$ cat src/rtl/gray_code_counter.sv
// Gray-code up/down counter with synchronous load.
// A binary count is kept internally and its Gray-code image is registered
// alongside it, so g always changes in exactly one bit per count step and
// every output comes straight from a flop.
module gray_code_counter #(
  parameter int WIDTH = 4
) (
  input  logic             clk,
  input  logic             rst,
  input  logic             en,
  input  logic             up,
  input  logic             load,
  input  logic [WIDTH-1:0] load_val,
  output logic [WIDTH-1:0] g,
  output logic             valid,
  output logic             tc
);

  // Internal binary count; g is its registered Gray image.
  logic [WIDTH-1:0] cnt;

  // Next-state values produced by the combinational block.
  logic [WIDTH-1:0] cnt_next;
  logic             valid_next;
  logic             tc_next;

  // Gray-to-binary: each binary bit is the XOR of all Gray bits at or above it.
  function automatic logic [WIDTH-1:0] gray_to_bin(input logic [WIDTH-1:0] gv);
    logic [WIDTH-1:0] b;
    b            = '0;
    b[WIDTH-1]   = gv[WIDTH-1];
    for (int i = WIDTH - 2; i >= 0; i--) begin
      b[i] = b[i+1] ^ gv[i];
    end
    return b;
  endfunction

  // Binary-to-Gray: adjacent binary values differ in a single Gray bit.
  function automatic logic [WIDTH-1:0] bin_to_gray(input logic [WIDTH-1:0] bv);
    return bv ^ (bv >> 1);
  endfunction

  // Choose the next count: load beats a step, and a step flags a wrap when
  // it leaves the all-ones value going up or the zero value going down.
  always_comb begin
    cnt_next   = cnt;
    valid_next = 1'b0;
    tc_next    = 1'b0;
    if (load) begin
      cnt_next   = gray_to_bin(load_val);
      valid_next = 1'b1;
    end else if (en) begin
      valid_next = 1'b1;
      if (up) begin
        cnt_next = cnt + 1'b1;
        tc_next  = (cnt == {WIDTH{1'b1}});
      end else begin
        cnt_next = cnt - 1'b1;
        tc_next  = (cnt == '0);
      end
    end
  end

  // Register count, Gray output and strobes together; reset overrides all.
  always_ff @(posedge clk) begin
    if (rst) begin
      cnt   <= '0;
      g     <= '0;
      valid <= 1'b0;
      tc    <= 1'b0;
    end else begin
      cnt   <= cnt_next;
      g     <= bin_to_gray(cnt_next);
      valid <= valid_next;
      tc    <= tc_next;
    end
  end

endmodule
$ cat config.mk
export PLATFORM = sky130hd
export DESIGN_NAME = gray_code_counter
export DESIGN_NICKNAME = d
export VERILOG_FILES = /design/src/rtl/gray_code_counter.sv
export SDC_FILE = /design/constraint.sdc
export NUM_CORES = 1
export LEC_CHECK = 0
export ABC_CLOCK_PERIOD_IN_PS = 3730
export CAP_MARGIN = 20
export CELL_PAD_IN_SITES_DETAIL_PLACEMENT = 1
export CELL_PAD_IN_SITES_GLOBAL_PLACEMENT = 1
export CORE_MARGIN = 10
export CORE_UTILIZATION = 34
export DETAILED_ROUTE_END_ITERATION = 10
export GPL_TIMING_DRIVEN = 0
export HOLD_SLACK_MARGIN = 0.12
export PLACE_DENSITY = 0.74
export SYNTH_ARGS = -nofsm -noshare
export SYNTH_HDL_FRONTEND = slang
export SYNTH_SLANG_ARGS = --single-unit
export TNS_END_PERCENT = 30
$ cat constraint.sdc
create_clock -name clk -period 3.73 [get_ports clk]
set_clock_uncertainty 0.2 [all_clocks]
set_input_delay 0.9325 -clock clk [delete_from_list [all_inputs] [get_ports clk]]
set_output_delay 0.9325 -clock clk [all_outputs]
set_load 0.02 [all_outputs]
* Word level (Yosys, flattened, before mapping)
Index checks and enable logic that the tools add are counted. W data, S select, Z words.
Storage, ports and cells: flip-flop bits (word level) 10, logic and storage cells 20
Cells by class: add/subtract/negate cells 2, eq/ne operators 1, mux-type cells 6, bitwise operators 5, reductions and logical operators 2
Operators by type and width (number):
- $mux W4 | 3
- $add A4 B1 Y4 const B | 1
- $eq A4 B4 Y1 const B | 1
- $logic_not A4 Y1 | 1
- $sub A4 B1 Y4 const B | 1
- $xor A4 B3 Y4 | 1
- $mux W1 | 3
- $reduce_or A3 Y1 | 1
- $xor A1 B1 Y1 | 3
- $not A1 Y1 | 1

* Longest topological paths before layout
depth after elaboration 5, mapped depth 6

* Worst setup path before layout
OpenSTA, ideal clock, no wires.
kind input-to-reg, start input port up, end register g[1], setup time 70 ps, data arrival time 2157 ps, required time 3460 ps, setup slack 1303 ps, cell stages on the path 5, buffers on the path 0, cell sequence fa_1 -> xnor2_1 -> a211o_1 -> a211o_1 -> a21oi_1
Between the ends: cells in the longest elaborated chain, start to end 4
Ends and longest elaborated chain:
- from (decl) | RTL line 11 | input logic up,
- $mux W4 | RTL line 54 | if (up) begin
- $mux W4 | RTL line 52 | end else if (en) begin
- $mux W4 | RTL line 49 | if (load) begin
- $xor A4 B3 Y4 | RTL line 40 | return bv ^ (bv >> 1);
- to (signal assigned) | RTL line 73 | g <= bin_to_gray(cnt_next);
- to (decl) | RTL line 14 | output logic [WIDTH-1:0] g,
No other way between the ends. A chain may end at the register's enable or synchronous reset.

* Final worst setup path
Ends and elaborated chain as after synthesis.

==> flow_summary.json <==
{
  "grt_setup_unrepaired": "no",
  "synth_cell_types": 32,
  "n_antenna_cell": 0,
  "setup_viol": 0,
  "clk_pin_slew_ns": 0.06,
  "leakagePower_uw": 0.000339,
  "syn_nets": 78,
  "p_int_uw": 197,
  "synthAdderAreaFrac_pct": 7.63,
  "cts-resized-gates": 0,
  "synth-simple-area-share_pct": 23.7,
  "synth_edf_count": 0,
  "holdBufCountCts": 0,
  "status": "complete, no violations",
  "grt_first_pass_wirelength_mm": 2.43,
  "arrival_ns": 2.91,
  "ant_nets": 0,
  "seqPwrFrac_pct": 40.0,
  "cts_tree": "done",
  "ys_ff_latch": 9,
  "synth_common_cells": "dfxtp_1, nor2_1, inv_1, nand2_1",
  "path_class": "in2reg",
  "syn_inst": 66,
  "hold_violations": 0,
  "layout.nets": 95,
  "dr.pass1.iters": 4,
  "placementRows": 14,
  "wirelength_mm": 1.47,
  "port_buffers": 12,
  "drv_cap": 0,
  "numClockSinks": 9,
  "ys_top_cells_by_area": "dfxtp_1, mux2i_1, xnor2_1",
  "grt_pass1_vias": 554,
  "synth_top_family_by_area": "simple AND/OR/NAND/NOR gates",
  "stdcell_count": 98,
  "grt_usage_pct": 8.62,
  "yosysMostFrequentCell": "dfxtp_1",
  "clock_path_buffers": 2,
  "final.fill_count": 186,
  "synth_compound_area_share_pct": 18.2,
  "p_per_area_mw_per_mm2": 378,
  "combPwrFrac_pct": 34.0,
  "synth_area_leader_cell": "dfxtp_1",
  "worstPathMaxFanout": 8,
  "ctsHtreeMaxLevel": 1,
  "hold_class": "reg2reg",
  "syn2layout_area_growth_pct": 28.2,
  "fmax_mhz": 343,
  "drc_errors": 0,
  "finalCriticalPeriod_ns": 2.91,
  "via_count": 522,
  "drive_gt1_share_pct": 8.54,
  "postSynthAreaPerCell_um2": 8.95,
  "dp_hpwl_mm": 1.20,
  "synthXorXnorAreaFrac_pct": 8.26,
  "slew_viol_final": 0,
  "antenna_found_initial": 0,
  "muxShareOfSynthArea_pct": 5.08,
  "crit_path_start_kind": "primary input",
  "core_mm2": 0.00158,
  "synth_warnings": 0,
  "yosysTopAreaCellShare_pct": 30.5,
  "ios": 15,
  "start_util_pct": 37.5,
  "power.net_switching_uw": 88.8,
  "synth_seq_area_share_pct": 30.5,
  "cts_buffers": 3,
  "wire_per_inst_um": 15.0,
  "setup_tns_ns": 0,
  "async_flop_share_pct": 0,
  "root_buffer": "clkbuf_4",
  "gp_congestion": 0.689,
  "grt-ovfl-total": 0,
  "cp-end-kind": "flop",
  "die_height_um": 61.7,
  "first_iter_violations": 9,
  "power_frac_clock_pct": 26.0,
  "clock_latency_ns": 0.26,
  "max-slew-margin-rel_pct": 74.1,
  "die_x_um": 61.7,
  "crit_required_ns": 3.73,
  "die_area_mm2": 0.00380,
  "fin_crit_sh_pct": 78.1,
  "grt_max_degree": 11,
  "postCtsSetupRepairBufs": 0,
  "yosys_most_used_dff": "dfxtp_1",
  "swShare_pct": 31.0,
  "tightestPinTransition_ns": 0.388,
  "dp_cells": 94,
  "ir_worst_vdd_v": 0.000186,
  "synth_area_um2": 591,
  "vias_per_cell": 5.33
}
## final cells by class
| type | count | area [µm²] | area share [%] |
|---|---|---|---|
| plain buffers | 4 | 23.8 | 3.14 |
| inverters | 4 | 15.0 | 1.98 |
| clock buffers | 4 | 26.3 | 3.47 |
| multi-input cells | 49 | 372 | 49.1 |
| repair buffers | 12 | 120 | 15.9 |
| well taps | 16 | 20.0 | 2.64 |
| flip-flops and latches | 9 | 180 | 23.8 |
## power groups by stage
stage | logic (µW) | registers [µW] | clock network [µW]
after floorplan | 57.0 | 122 | 0
after global placement | 95.3 | 116 | 0
after detailed placement | 98.6 | 117 | 0
after CTS | 99.3 | 115 | 77.5
after global routing | 108 | 116 | 85.3
final | 97.3 | 114 | 74.5
## layer usage
| layer | wire length, µm | track usage, % | part of all wire, % | vias up |
|---|---|---|---|---|
| met5 | 0 | 0 | 0 | - |
| met3 | 129 | 5.56 | 8.8 | 2 |
| li1 | - | - | - | 266 |
| met2 | 719 | 14.1 | 49 | 11 |
| met1 | 611 | 8.84 | 42 | 243 |
| met4 | 8 | 2.87 | 0.54 | 0 |
## state kept, by name, indices dropped and copies added, names as in the netlist
signal,flops
valid,1
tc,1
cnt,3
g,4
## worst paths after layout
check                           depth (start not counted)  startpoint  slack [ns]    to
worst max-delay path                                    7          up        0.82  g[1]
worst min-delay path                                    3      cnt[1]        0.50    tc
worst max register to register                          6      cnt[0]        1.66  g[1]
worst min register to register                          3      cnt[1]        0.50    tc
## critical path, cell delays in order
cell and delay, ns:
clkdlybuf4s50_1 0.62, inv_1 0.10, ha_1 0.37, xnor2_1 0.15
a211o_1 0.34, a211o_1 0.27, a21oi_1 0.11
## stage by stage
stage	hold WS [ns]	power (µW)	worst slack, ns	instance area, µm²	util, %
after floorplan	0.411	179	1.30	591	-
after global placement	0.458	211	0.549	731	46.3
after detailed placement	0.472	215	0.525	731	46.3
after CTS	0.492	291	0.801	757	48.0
after global routing	0.545	309	0.716	757	48.0
final	0.496	286	0.815	757	48.0
## cell usage in the layout (no fill, tap or decap), types with 2 or more instances in the layout
cell type         n
a21o_1            3
a211o_1           2
clkdlybuf4s50_1  12
nor2_1            6
a21oi_1           3
ha_1              2
nand3_1           2
inv_1             4
and3_1            3
buf_4             2
nand3b_1          2
mux2i_1           3
clkbuf_4          3
dfxtp_1           9
xnor2_1           3
nand2_1           4
## cell families (layout without fill, tap and decap cells)
group,Yosys count,after routing
AO/OA/AOI/OAI,14,14
XOR/XNOR,4,4
adder cells (fa/ha/maj),3,3
buffers and inverters,8,24
flip-flops,9,9
multiplexers,3,3
AND/OR/NAND/NOR,25,25
Power figures use the tool's default switching activity.
